[config.mk]
export PLATFORM = sky130hd
export DESIGN_NAME = per_slave_port_arb
export DESIGN_NICKNAME = d
export VERILOG_FILES = /design/src/rtl/per_interco_pkg.sv /design/src/rtl/per_id_fifo.sv /design/src/rtl/per_slave_port_arb.sv
export SDC_FILE = /design/constraint.sdc
export NUM_CORES = 1
export LEC_CHECK = 0
export ABC_CLOCK_PERIOD_IN_PS = 5100
export BUFFER_PORTS_ARGS = -buffer_cell sky130_fd_sc_hd__clkbuf_2
export CAP_MARGIN = 15
export CORE_AREA = 2 2 599 601
export CTS_BUF_LIST = sky130_fd_sc_hd__clkbuf_8
export DETAILED_ROUTE_END_ITERATION = 8
export DIE_AREA = 0 0 601 603
export PLACE_DENSITY = 0.3
export RECOVER_POWER = 100
export SLEW_MARGIN = 30
export SYNTH_ARGS = -nofsm -noshare
export SYNTH_HDL_FRONTEND = slang
export SYNTH_SLANG_ARGS = --single-unit
[constraint.sdc]
create_clock -name clk -period 5.1 [get_ports clk]
set_clock_uncertainty 0.1 [all_clocks]
set_input_delay 0.51 -clock clk [delete_from_list [all_inputs] [get_ports clk]]
set_output_delay 0.51 -clock clk [all_outputs]
set_load 0.005 [all_outputs]
[src/rtl/per_interco_pkg.sv]
// Shared defaults and helpers for the per-slave-port interconnect.
// Holds the default bus widths, the arbiter lock state type and a one-hot
// to index converter sized for up to MAX_PORTS initiators.
package per_interco_pkg;

    localparam int unsigned DEF_N_MASTER        = 16;
    localparam int unsigned DEF_ADDR_WIDTH      = 32;
    localparam int unsigned DEF_DATA_WIDTH      = 32;
    localparam int unsigned DEF_MAX_OUTSTANDING = 2;

    // Upper bound on initiators handled by the index helper.
    localparam int unsigned MAX_PORTS = 64;
    localparam int unsigned MAX_IDX_W = 6;

    typedef enum logic {
        ARB_IDLE   = 1'b0,
        ARB_LOCKED = 1'b1
    } arb_state_e;

    // Converts a one-hot (or all-zero) vector to the index of its set bit.
    function automatic logic [MAX_IDX_W-1:0] onehot_to_idx(input logic [MAX_PORTS-1:0] onehot);
        logic [MAX_IDX_W-1:0] idx;
        idx = '0;
        for (int i = 0; i < MAX_PORTS; i++) begin
            if (onehot[i]) begin
                idx = idx | MAX_IDX_W'(i);
            end
        end
        return idx;
    endfunction

endpackage

[src/rtl/per_id_fifo.sv]
// Small ID FIFO tracking granted requests that still await a response.
// Pointers wrap modulo DEPTH; occupancy is held in $clog2(DEPTH+1) bits.
// Push is ignored when full and pop is ignored when empty.
module per_id_fifo #(
    parameter int unsigned DEPTH = 2,
    parameter int unsigned WIDTH = 16
) (
    input  logic             clk,
    input  logic             rst,
    input  logic             push,
    input  logic             pop,
    input  logic [WIDTH-1:0] wdata,
    output logic             full,
    output logic             empty,
    output logic [WIDTH-1:0] head
);

    localparam int unsigned PTR_W = (DEPTH > 1) ? $clog2(DEPTH) : 1;
    localparam int unsigned CNT_W = $clog2(DEPTH + 1);

    logic [WIDTH-1:0] r_mem [DEPTH];
    logic [PTR_W-1:0] r_wr_ptr;
    logic [PTR_W-1:0] r_rd_ptr;
    logic [CNT_W-1:0] r_count;
    logic             w_do_push;
    logic             w_do_pop;

    assign full      = (r_count == CNT_W'(DEPTH));
    assign empty     = (r_count == '0);
    assign head      = r_mem[r_rd_ptr];
    assign w_do_push = push & ~full;
    assign w_do_pop  = pop & ~empty;

    function automatic logic [PTR_W-1:0] ptr_inc(input logic [PTR_W-1:0] p);
        return (p == PTR_W'(DEPTH - 1)) ? '0 : p + 1'b1;
    endfunction

    // Storage write; contents need no reset since occupancy gates reads.
    always_ff @(posedge clk) begin
        if (w_do_push) begin
            r_mem[r_wr_ptr] <= wdata;
        end
    end

    // Pointer and occupancy update; simultaneous push/pop keeps the count.
    always_ff @(posedge clk) begin
        if (rst) begin
            r_wr_ptr <= '0;
            r_rd_ptr <= '0;
            r_count  <= '0;
        end else begin
            if (w_do_push) begin
                r_wr_ptr <= ptr_inc(r_wr_ptr);
            end
            if (w_do_pop) begin
                r_rd_ptr <= ptr_inc(r_rd_ptr);
            end
            case ({w_do_push, w_do_pop})
                2'b10:   r_count <= r_count + CNT_W'(1);
                2'b01:   r_count <= r_count - CNT_W'(1);
                default: r_count <= r_count;
            endcase
        end
    end

endmodule

[src/rtl/per_slave_port_arb.sv]
// Per-slave-port arbiter: picks one of N_MASTER initiators, holds the winner
// until the target grants, records the winner's one-hot ID in a FIFO and
// routes each response back to the ID at the FIFO head.
// Build option: PER_RR_PRIORITY_EN selects round-robin arbitration; without
// it the lowest requesting index wins and no RR pointer exists.
//
// state      | meaning
// -----------+-----------------------------------------------------------
// ARB_IDLE   | no request held; winner chosen fresh each cycle
// ARB_LOCKED | request presented but not granted; winner frozen until gnt
module per_slave_port_arb
    import per_interco_pkg::*;
#(
    parameter int unsigned N_MASTER        = DEF_N_MASTER,
    parameter int unsigned ID_WIDTH        = N_MASTER,
    parameter int unsigned ADDR_WIDTH      = DEF_ADDR_WIDTH,
    parameter int unsigned DATA_WIDTH      = DEF_DATA_WIDTH,
    parameter int unsigned BE_WIDTH        = DATA_WIDTH / 8,
    parameter int unsigned MAX_OUTSTANDING = DEF_MAX_OUTSTANDING
) (
    input  logic                           clk,
    input  logic                           rst,
    input  logic [N_MASTER-1:0]            data_req_i,
    input  logic [N_MASTER*ADDR_WIDTH-1:0] data_add_i,
    input  logic [N_MASTER-1:0]            data_wen_i,
    input  logic [N_MASTER*DATA_WIDTH-1:0] data_wdata_i,
    input  logic [N_MASTER*BE_WIDTH-1:0]   data_be_i,
    input  logic [N_MASTER*ID_WIDTH-1:0]   data_ID_i,
    output logic [N_MASTER-1:0]            data_gnt_o,
    output logic [N_MASTER-1:0]            data_r_valid_o,
    output logic [DATA_WIDTH-1:0]          data_r_rdata_o,
    output logic                           data_r_opc_o,
    output logic                           data_req_o,
    output logic [ADDR_WIDTH-1:0]          data_add_o,
    output logic                           data_wen_o,
    output logic [DATA_WIDTH-1:0]          data_wdata_o,
    output logic [BE_WIDTH-1:0]            data_be_o,
    input  logic                           data_gnt_i,
    input  logic                           data_r_valid_i,
    input  logic [DATA_WIDTH-1:0]          data_r_rdata_i,
    input  logic                           data_r_opc_i
);

    localparam int unsigned IDX_W = (N_MASTER > 1) ? $clog2(N_MASTER) : 1;

    arb_state_e           r_state;
    arb_state_e           w_state_next;
    logic [IDX_W-1:0]     r_lock_idx;
    logic [IDX_W-1:0]     w_arb_idx;
    logic [IDX_W-1:0]     w_win_idx;
    logic [MAX_PORTS-1:0] w_req_ext;
    logic [MAX_PORTS-1:0] w_req_pick;
    logic [MAX_PORTS-1:0] w_req_low;
    logic                 w_req_active;
    logic                 w_hs;
    logic                 w_pop;
    logic                 w_full;
    logic                 w_empty;
    logic [ID_WIDTH-1:0]  w_head;
    logic [ID_WIDTH-1:0]  w_push_id;

    assign w_req_ext = MAX_PORTS'(data_req_i);

`ifdef PER_RR_PRIORITY_EN
    logic [IDX_W-1:0]     r_rr_ptr;
    logic [MAX_PORTS-1:0] w_rr_mask;
    logic [MAX_PORTS-1:0] w_req_masked;

    // Requests at or above the pointer take precedence; otherwise wrap around.
    assign w_rr_mask    = ~((MAX_PORTS'(1) << r_rr_ptr) - MAX_PORTS'(1));
    assign w_req_masked = w_req_ext & w_rr_mask;
    assign w_req_pick   = (|w_req_masked) ? w_req_masked : w_req_ext;

    // Pointer moves just past the winner on every handshake.
    always_ff @(posedge clk) begin
        if (rst) begin
            r_rr_ptr <= '0;
        end else if (w_hs) begin
            r_rr_ptr <= (w_win_idx == IDX_W'(N_MASTER - 1)) ? '0 : w_win_idx + 1'b1;
        end
    end
`else
    assign w_req_pick = w_req_ext;
`endif

    assign w_req_low = w_req_pick & (~w_req_pick + MAX_PORTS'(1));
    assign w_arb_idx = IDX_W'(onehot_to_idx(w_req_low));
    assign w_win_idx = (r_state == ARB_LOCKED) ? r_lock_idx : w_arb_idx;

    // A full FIFO masks the request even if a pop happens this cycle.
    assign w_req_active = ~rst & ~w_full & ((r_state == ARB_LOCKED) | (|data_req_i));
    assign w_hs         = w_req_active & data_gnt_i;
    assign w_pop        = ~rst & data_r_valid_i & ~w_empty;

    assign data_req_o     = w_req_active;
    assign data_add_o     = data_add_i[w_win_idx*ADDR_WIDTH +: ADDR_WIDTH];
    assign data_wen_o     = data_wen_i[w_win_idx];
    assign data_wdata_o   = data_wdata_i[w_win_idx*DATA_WIDTH +: DATA_WIDTH];
    assign data_be_o      = data_be_i[w_win_idx*BE_WIDTH +: BE_WIDTH];
    assign w_push_id      = data_ID_i[w_win_idx*ID_WIDTH +: ID_WIDTH];
    assign data_r_valid_o = w_pop ? w_head : '0;
    assign data_r_rdata_o = data_r_rdata_i;
    assign data_r_opc_o   = data_r_opc_i;

    // Only the winner sees the target grant.
    always_comb begin
        data_gnt_o = '0;
        if (w_hs) begin
            data_gnt_o[w_win_idx] = 1'b1;
        end
    end

    // Lock state register plus capture of the frozen winner.
    always_ff @(posedge clk) begin
        if (rst) begin
            r_state    <= ARB_IDLE;
            r_lock_idx <= '0;
        end else begin
            r_state <= w_state_next;
            if (r_state == ARB_IDLE && w_req_active && !data_gnt_i) begin
                r_lock_idx <= w_arb_idx;
            end
        end
    end

    // Lock on an ungranted request, release on the handshake.
    always_comb begin
        w_state_next = r_state;
        case (r_state)
            ARB_IDLE:   if (w_req_active && !data_gnt_i) w_state_next = ARB_LOCKED;
            ARB_LOCKED: if (w_hs) w_state_next = ARB_IDLE;
            default:    w_state_next = ARB_IDLE;
        endcase
    end

    per_id_fifo #(
        .DEPTH (MAX_OUTSTANDING),
        .WIDTH (ID_WIDTH)
    ) u_id_fifo (
        .clk   (clk),
        .rst   (rst),
        .push  (w_hs),
        .pop   (w_pop),
        .wdata (w_push_id),
        .full  (w_full),
        .empty (w_empty),
        .head  (w_head)
    );

endmodule

==> flow_summary_export.csv <==
group,metric,value,unit
run_status,status,"finished with violations",
run_status,violations,"capacitance limit, slew limit",
timing,slew_viol_final,17,
power_and_ir_drop,p_leak,0.0127,uW
grt,grt_antenna_before_repair,130,
clock_network,cts_buffers,5,
grt,grt.overflow.total,0,
timing,max_slew.worst_pin.slew,2.39,ns
die,fp.coreArea,355000,um^2
clock_network,cts.htree.levels,2,
clock_network,cts_tree,"yes",
setup_path,crit_required,4.49,ns
die,start_util,4.22,%
worst_hold_path,hold_class,"primary input to register",
placement,gp_congestion,0.924,
logic_synthesis,synthTopCellsByArea,"mux2i_1, mux2_2, a211oi_1",
placement,portBuffers,1481,
setup_path,critPathLaunchType,"primary input",
die,io_pins,1548,
detailed_routing,initialDrtViolationCount,860,
clock_network,cts_buffer_depth,2,
setup_path,arrival,4.25,ns
logic_synthesis,syn_nets,3175,
final_layout,fin_nets,4556,
logic_synthesis,yosys_warnings,0,
grt,grt_max_degree,83,
die,placementRows,219,
logic_synthesis,avgSynthCellArea,8.50,um^2
final_layout,drive_gt1_share,55.1,%
grt,grt_pass1_wl,228,mm
timing,finalCriticalPeriod,4.86,ns
setup_path,crit_type,"primary input to output port",
detailed_routing,wl_per_cell,23.1,um
logic_synthesis,netlist_instances,1762,
detailed_routing,firstDrtPassIters,4,
logic_synthesis,synth-seq-area-share,7.75,%
job,maxCapViolCount,1,
grt,grt_use_total,9.59,%
logic_synthesis,synth_area,15000,um^2
grt,grt_pass1_vias,22000,
detailed_routing,routed_wl,183,mm
clock_network,clkTransAtPathRegs,0.10,ns
die,chipWidth,601,um
setup_path,setup.worst_path.start,"data_req_i[0]",
clock_network,cts.sinks,42,
logic_synthesis,netlist.area_leader.share,35.6,%
timing,hold_viol,0,
power_and_ir_drop,p_int,1860,uW
logic_synthesis,synth_edf_count,32,
final_layout,nFillCells,42000,
final_layout,area_growth,89.1,%
timing,setup_violations,0,
power_and_ir_drop,power.total,3730,uW
detailed_routing,drt-vias-per-instance,2.64,
detailed_routing,ant_nets,0,
setup_path,cp_max_fo,34,
die,dieArea,362000,um^2
final_layout,seq_area,1160,um^2
die,chipHeight,603,um
power_and_ir_drop,p_switching,1880,uW
timing,fin_ws,0.241,ns
logic_synthesis,synthTopCellsByCount,"mux2i_1, a21oi_1, a211oi_1, mux2_2, and2_1",
logic_synthesis,synthArstFlopShare,0,%
setup_path,cp-end-kind,"output port",
power_and_ir_drop,seqPwrFrac,10.7,%
power_and_ir_drop,p_comb_share,81.4,%
timing,rsz0062_at_grt,"false",
detailed_routing,num_vias,21000,
timing,max_freq,206,MHz
logic_synthesis,synth.distinct_cells,39,
power_and_ir_drop,p_per_area,132,nW/um^2
power_and_ir_drop,clkPwrFrac,7.9,%
timing,relSlewSlack,-59.1,%
clock_network,holdBufCountCts,0,
setup_path,rrSetupSlack,1.01,ns
power_and_ir_drop,swShare,50.3,%
logic_synthesis,synth_largest_area_cell,"mux2i_1",
final_layout,multiInputGateArea,12600,um^2
clock_network,clock_latency,0.36,ns
worst_hold_path,hold_path.startpoint,"rst",
logic_synthesis,synth_most_common_cell,"mux2i_1",
timing,fin_crit_sh,95.3,%
setup_path,timing.rr.start,"r_state",
detailed_routing,drc,0,
placement,hpwl,167,mm
logic_synthesis,ys.flop_type,"edfxtp_1",
logic_synthesis,ys_seq_elements,42,
placement,pre_cts_slack,-0.135,ns
power_and_ir_drop,ir_drop,0.0000888,V
clock_network,cts_root_buf,"clkbuf_8",
==> cell type report <==
class	count	share of cell area, %
antenna	33	0.291
clock buffer	5	0.243
clock inverter	3	0.0839
inverter	4	0.0530
multi-input combinational	1488	44.3
sequential	42	4.10
tap	4751	21.0
timing repair buffer	1602	29.9
==> placed cells by master, fill, tap and decap left out, types with 2 or more instances in the layout <==
cell type | synthesis | routed
a221o_1 | 85 | 85
clkbuf_1 | 58 | 72
nand2_1 | 14 | 12
nand2_4 | 0 | 2
o22ai_1 | 85 | 85
inv_1 | 4 | 4
nor2_4 | 0 | 2
dfxtp_1 | 10 | 9
mux2i_2 | 0 | 3
nor3b_1 | 2 | 2
clkbuf_4 | 0 | 2
nor4_4 | 2 | 2
mux2_2 | 171 | 164
buf_4 | 74 | 87
nor3_1 | 12 | 12
buf_12 | 0 | 22
clkbuf_8 | 0 | 5
a211oi_1 | 171 | 169
clkbuf_2 | 0 | 1419
edfxtp_1 | 32 | 32
diode_2 | 0 | 33
a21oi_4 | 0 | 3
a21oi_2 | 0 | 7
clkinvlp_4 | 0 | 2
mux2i_4 | 0 | 2
nor2_1 | 45 | 43
mux2_1 | 1 | 7
a21oi_1 | 176 | 166
nor2b_1 | 2 | 2
and2_0 | 79 | 79
mux2i_1 | 533 | 528
o21ai_0 | 3 | 3
and2_1 | 91 | 91
==> critical path: stages <==
cell and delay, ns:
clkbuf_2 0.12, nor4_2 0.36, nand2_1 0.12, o41ai_1 0.63, mux2_8 0.63, clkbuf_2 0.76, mux2_1 0.53, o22ai_1 0.15
a221o_1 0.28, clkbuf_2 0.12
==> routing by layer <==
layer | share of wire, % | vias up | track usage (%) | wire length [um]
li1 | - | 9657 | - | -
met1 | 39 | 9952 | 10.6 | 70800
met2 | 51 | 995 | 17.8 | 94400
met3 | 6.6 | 298 | 2.63 | 12100
met4 | 3.1 | 52 | 2.54 | 5770
met5 | 0.19 | - | 0 | 348
==> power groups by stage <==
stage | Combinational [uW] | Clock (uW) | Sequential, uW
after floorplan | 1540 | 0 | 403
after global placement | 3200 | 0 | 409
after detailed placement | 3210 | 0 | 409
after CTS | 3220 | 339 | 401
after global routing | 3330 | 344 | 403
final | 3040 | 293 | 400
==> through the flow <==
stage | cells | hold WS [ns] | utilization [%] | setup TNS, ns | area [um^2]
global placement | 7887 | 0.374 | 7.95 | -0.268 | 28300
floorplan | 1762 | 0.351 | - | 0 | 15000
finish | 7928 | 0.412 | 7.97 | 0 | 28300
global route | 7912 | 0.372 | 7.96 | 0 | 28300
detailed placement | 7887 | 0.393 | 7.97 | -0.135 | 28300
CTS | 7895 | 0.346 | 8.00 | 0 | 28400
==> state kept, by name, summed over array words and instances, names as in the netlist, named ones only <==
name / flops
r_lock_idx: 4
u_id_fifo.r_wr_ptr: 1
u_id_fifo.r_rd_ptr: 1
r_state: 1
u_id_fifo.r_count: 2
u_id_fifo.r_mem: 32
==> final timing paths <==
path                                 end  cells past startpoint
hold reg to reg            r_lock_idx[0]                      2
setup / recovery           data_add_o[5]                     10
hold / removal      u_id_fifo.r_count[1]                      2
setup reg to reg  u_id_fifo.r_mem[0][15]                      5
==> logic make-up after synthesis <==
| logic type | share of synthesized area [%] |
|---|---|
| AOI/OAI and AO/OA | 24.2 |
| xor gates and xnor gates | 0.117 |
| buffers and inverters | 9.64 |
| DFF | 7.75 |
| muxes | 48.5 |
| and+or+nand+nor | 9.73 |
==> timing repair <==
| action | in CTS | in global routing |
|---|---|---|
| endpoints found under the setup margin | 1 | 0 |
| resized for setup | 1 | 0 |
| buffers inserted | 0 | 0 |
(Power assumes the default switching activity.)
